File: src/rtl/shift_arbiter.sv
// shift_arbiter: round-robin share of one 32-bit left barrel shifter
// between the EX-stage ALU (port 0) and the multicycle/normalise unit (port 1).
// Ports:
//   clk, rst            clock, async active-high reset
//   reqN/opN/aN/shN     request + operands (op: 00 SLL, 01 SRL, 10 SRA, 11 ROL)
//   gntN                grant, operands captured on this edge
//   doneN/takeN         result valid for owner / owner accepts it
//   result              registered shift result
//   busy                arbiter not idle
module shift_arbiter #(
  parameter bit RR_RESET = 1'b0
) (
  input  logic        clk,
  input  logic        rst,
  input  logic        req0,
  input  logic [1:0]  op0,
  input  logic [31:0] a0,
  input  logic [4:0]  sh0,
  output logic        gnt0,
  output logic        done0,
  input  logic        take0,
  input  logic        req1,
  input  logic [1:0]  op1,
  input  logic [31:0] a1,
  input  logic [4:0]  sh1,
  output logic        gnt1,
  output logic        done1,
  input  logic        take1,
  output logic [31:0] result,
  output logic        busy
);

  typedef enum logic [1:0] {
    IDLE,
    P1,
    P2,
    HOLD
  } state_t;

  localparam logic [1:0] OP_SLL = 2'b00;
  localparam logic [1:0] OP_SRL = 2'b01;
  localparam logic [1:0] OP_SRA = 2'b10;
  localparam logic [1:0] OP_ROL = 2'b11;

  function automatic logic [31:0] bitrev(input logic [31:0] x);
    logic [31:0] r;
    for (int i = 0; i < 32; i++) begin
      r[i] = x[31-i];
    end
    return r;
  endfunction

  state_t      state_q, state_d;
  logic [1:0]  op_q, op_d;
  logic [31:0] a_q, a_d;
  logic [4:0]  sh_q, sh_d;
  logic        owner_q, owner_d;
  logic        pri_q, pri_d;
  logic [31:0] result_q, result_d;
  logic [31:0] part_q, part_d;

  logic [31:0] sh_in;
  logic [4:0]  sh_amt;
  logic [31:0] m;
  logic [31:0] m_rev;
  logic [31:0] sra_fill;
  logic        take_own;

  always_ff @(posedge clk or posedge rst) begin
    if (rst) begin
      state_q  <= IDLE;
      op_q     <= OP_SLL;
      a_q      <= '0;
      sh_q     <= '0;
      owner_q  <= 1'b0;
      pri_q    <= RR_RESET;
      result_q <= '0;
      part_q   <= '0;
    end else begin
      state_q  <= state_d;
      op_q     <= op_d;
      a_q      <= a_d;
      sh_q     <= sh_d;
      owner_q  <= owner_d;
      pri_q    <= pri_d;
      result_q <= result_d;
      part_q   <= part_d;
    end
  end

  // The one shared shifter. Right shifts and the wrap-around half of ROL
  // reverse the operand so a left shift does the work; P2 shifts by
  // (32 - sh) to produce the bits that wrap back in.
  always_comb begin
    sh_in  = a_q;
    sh_amt = sh_q;
    if (state_q == P2) begin
      sh_in  = bitrev(a_q);
      sh_amt = 5'd0 - sh_q;
    end else if (op_q == OP_SRL || op_q == OP_SRA) begin
      sh_in  = bitrev(a_q);
    end
    m        = sh_in << sh_amt;
    m_rev    = bitrev(m);
    sra_fill = a_q[31] ? ~(32'hFFFF_FFFF >> sh_q) : 32'h0;
  end

  always_comb begin
    gnt0 = (state_q == IDLE) && req0 && (!pri_q || !req1);
    gnt1 = (state_q == IDLE) && req1 && (pri_q || !req0);
  end

  assign take_own = owner_q ? take1 : take0;

  always_comb begin
    state_d  = state_q;
    op_d     = op_q;
    a_d      = a_q;
    sh_d     = sh_q;
    owner_d  = owner_q;
    pri_d    = pri_q;
    result_d = result_q;
    part_d   = part_q;
    unique case (state_q)
      IDLE: begin
        if (gnt0 || gnt1) begin
          owner_d = gnt1;
          op_d    = gnt1 ? op1 : op0;
          a_d     = gnt1 ? a1 : a0;
          sh_d    = gnt1 ? sh1 : sh0;
          state_d = P1;
        end
      end
      P1: begin
        state_d = HOLD;
        unique case (op_q)
          OP_SLL: result_d = m;
          OP_SRL: result_d = m_rev;
          OP_SRA: result_d = m_rev | sra_fill;
          OP_ROL: begin
            if (sh_q == 5'd0) begin
              result_d = a_q;
            end else begin
              part_d  = m;
              state_d = P2;
            end
          end
          default: result_d = m;
        endcase
      end
      P2: begin
        result_d = part_q | m_rev;
        state_d  = HOLD;
      end
      HOLD: begin
        if (take_own) begin
          pri_d   = ~owner_q;
          state_d = IDLE;
        end
      end
      default: state_d = IDLE;
    endcase
  end

  assign done0  = (state_q == HOLD) && !owner_q;
  assign done1  = (state_q == HOLD) && owner_q;
  assign result = result_q;
  assign busy   = (state_q != IDLE);

endmodule

File: config.mk
export PLATFORM = sky130hd
export DESIGN_NAME = shift_arbiter
export DESIGN_NICKNAME = d
export VERILOG_FILES = /design/src/rtl/shift_arbiter.sv
export SDC_FILE = /design/constraint.sdc
export NUM_CORES = 1
export LEC_CHECK = 0
export BUFFER_PORTS_ARGS = -buffer_cell sky130_fd_sc_hd__buf_4
export CAP_MARGIN = 10
export CORE_MARGIN = 4
export CORE_UTILIZATION = 45
export DETAILED_ROUTE_END_ITERATION = 10
export PLACE_DENSITY_LB_ADDON = 0.15
export SYNTH_ARGS = -nofsm -noshare
export SYNTH_HDL_FRONTEND = slang
export SYNTH_SLANG_ARGS = --single-unit
File: constraint.sdc
create_clock -name clk -period 5.2 [get_ports clk]
set_clock_uncertainty 0.2 [all_clocks]
set_input_delay 1.04 -clock clk [delete_from_list [all_inputs] [get_ports clk]]
set_output_delay 1.04 -clock clk [all_outputs]
set_load 0.02 [all_outputs]
==> results.sh <==
export IMPL_outcome="completed"
export IMPL_grt_max_degree=81
export IMPL_drive_gt1_share_pct=21.96
export IMPL_cp_num_buf_inv=2
export IMPL_post_drt_wl_per_cell_um=23.84
export IMPL_grt_util_all_layers_pct=29.26
export IMPL_syn_area_mm2=0.008250
export IMPL_clkSinkCount=107
export IMPL_die_x_um=143.4
export IMPL_grt_ovfl_total=0
export IMPL_post_cts_resized=0
export IMPL_grt_pass1_wl_mm=46.41
export IMPL_vias=8156
export IMPL_setup_tns_ps=0
export IMPL_die_area_mm2=0.02057
export IMPL_mostFrequentLayoutCells="nand2_1 (158), buf_4 (145), dfrtp_1 (107), o21ai_0 (98), mux2i_1 (71)"
export IMPL_multi_input_area_mm2=0.005228
export IMPL_worst_hold_slack_ps=272.9
export IMPL_synth_seq_area_share_pct=32.45
export IMPL_cts_root_buffer="clkbuf_16"
export IMPL_place_gp_congestion=1.063
export IMPL_fp_dieH_um=143.4
export IMPL_synth_ff_type="dfrtp_1"
export IMPL_grt_pass1_vias=7800
export IMPL_route_detailed_drc=0
export IMPL_start_kind="register"
export IMPL_max_slew_margin_pct=34.79
export IMPL_drt_pass1_iterations=6
export IMPL_critPathCaptureType="register"
export IMPL_finalWirelength_mm=29.99
export IMPL_rows=49
export IMPL_cts_tree="built"
export IMPL_rsz0062_at_grt="no"
export IMPL_crit_chain="inv_1, ha_1, nor2_4, buf_4, mux4_2, mux2i_1, nor2_1, o21ai_0, a2bb2oi_1, a221o_1"
export IMPL_crit_type="register to register"
export IMPL_worstPathMaxFanout=22
export IMPL_postCtsSetupBuffers=0
export IMPL_portBuffers=120
export IMPL_clk_path_buf_depth=2
export IMPL_setup_viol=0
export IMPL_max_stage_delay_ps=550
export IMPL_ctsHoldBuffers=0
export IMPL_cp_required_ps=5250
export IMPL_synth_cell_types=76
export IMPL_area_growth_pct=16.62
export IMPL_arrival_ps=4140
export IMPL_synth_cells=937
export IMPL_worst_pin_slew_ps=978.2
export IMPL_antenna_found_initial=0
export IMPL_clk_latency_ps=370
export IMPL_async_reset_ff_share_pct=100.0
export IMPL_crit_path_top_delay_cell="mux4_2"
export IMPL_syn_area_per_cell_um2=8.805
export IMPL_path_delay_family="multiplexers"
export IMPL_maxSlewViolCount=0
export IMPL_final_common_cell="nand2_1"
export IMPL_fmax_mhz=244.3
export IMPL_register_area_mm2=0.002678
export IMPL_clk_pin_slew_ps=70
export IMPL_synth_warnings=0
export IMPL_place_hpwl_mm=22.17
export IMPL_period_needed_ps=4094
export IMPL_drt_iter0_drc=1132
export IMPL_synthesis_nets=1035
export IMPL_num_antenna_cells=0
export IMPL_drv_cap=0
export IMPL_top_level_ports=121
export IMPL_finalNetCount=1122
export IMPL_n_fill_cell=1718
export IMPL_initial_core_util_pct=45.77
export IMPL_hold_path_class="register to register"
export IMPL_hold_viol_final=0
export IMPL_fin_crit_sh_pct=78.73
export IMPL_synth_edf_count=0
export IMPL_cts_htree_levels=3
export IMPL_cts_buffers=9
export IMPL_via_per_inst=6.483
export IMPL_synth_seq_cells=107
export IMPL_ant_nets=0
export IMPL_core_area_mm2=0.01802
==> cell families after synthesis <==
group,share of synthesized area [%]
multiplexers,20.64
buffers and inverters,4.534
AND/OR/NAND/NOR,14.98
flip-flops,32.45
AO/OA/AOI/OAI,25.05
XOR/XNOR,0.2124
adder cells (fa/ha/maj),2.123
==> path summary, 6_finish.rpt <==
kind,from,end,cells past startpoint,slack [ps]
worst min-delay path,part_q[27],part_q[27],2,270
worst min register to register,part_q[27],part_q[27],2,270
max in group asynchronous,rst,a_q[29],3,3120
worst max-delay path,state_q[0],result[12],10,1110
worst max register to register,state_q[0],result[12],10,1110
min in group asynchronous,rst,result[15],2,690
==> layout make-up <==
class	instances	area share [%]
Multi-Input combinational cell	741	54.33
Inverter	20	0.8062
Timing Repair Buffer	145	11.31
Clock buffer	12	2.458
Sequential cell	107	27.83
Tap cell	229	2.978
Clock inverter	4	0.2861
==> worst min-delay path: stages (launching register included) <==
cell     delay, ps
dfrtp_1        340
nand2_1         40
o21ai_0         60
==> cell usage after synthesis, types with 3 or more instances <==
cell type | n | area (um2)
nor2_1 | 67 | 251.5
mux2i_1 | 73 | 730.7
o221a_2 | 3 | 33.78
a211oi_1 | 14 | 105.1
o22a_1 | 3 | 26.28
dfrtp_1 | 107 | 2678
or3_1 | 7 | 43.79
o2111ai_1 | 4 | 35.03
nand3b_1 | 3 | 22.52
nand2_1 | 158 | 593.1
mux4_2 | 33 | 743.2
a2bb2oi_1 | 4 | 35.03
a221oi_1 | 8 | 70.07
a211o_1 | 3 | 26.28
a21oi_1 | 55 | 275.3
nand3_1 | 13 | 65.06
o31ai_1 | 7 | 52.55
a22oi_1 | 11 | 82.58
o21ai_0 | 98 | 490.5
a2111oi_0 | 3 | 26.28
a221o_1 | 9 | 90.09
clkbuf_1 | 50 | 187.7
a32oi_1 | 4 | 35.03
o211ai_1 | 12 | 90.09
o22ai_1 | 20 | 125.1
o21a_1 | 3 | 22.52
a32o_1 | 4 | 40.04
buf_2 | 14 | 70.07
a21o_1 | 4 | 30.03
nand2b_1 | 5 | 31.28
nor3_1 | 12 | 60.06
a22o_1 | 4 | 35.03
a31oi_1 | 8 | 50.05
ha_1 | 14 | 175.2
o21ai_1 | 3 | 15.01
mux2_2 | 11 | 123.9
inv_1 | 18 | 67.56
and3_1 | 6 | 37.54
or2_2 | 4 | 25.02
and2_1 | 7 | 43.79
a311o_1 | 3 | 30.03
o31a_1 | 3 | 26.28
==> through the flow <==
step,worst slack [ps],util [%],instance area (um2),std cells
floorplan,1143,-,8250,937
global placement,1292,51.92,9358,1242
detailed placement,1239,51.92,9358,1242
CTS,1223,53.38,9622,1258
global route,974.3,53.38,9622,1258
finish,1106,53.38,9622,1258
==> metal layers <==
metal	vias to the layer above	wire, um	global-route usage, %
met2	521	13200	44.45
li1	3693	-	-
met1	3847	12670	41.55
met5	-	0	0
met3	95	2870	4.958
met4	0	1252	12.19
==> sequential cells by signal, summed over array words and instances (netlist names) <==
signal	cells
state_q	2
pri_q	1
result	32
op_q	2
sh_q	5
part_q	32
a_q	32
owner_q	1
Power is left out: the tool's default activity adds up to more than one toggle a clock period on the data nets, which glitch-free logic cannot reach.
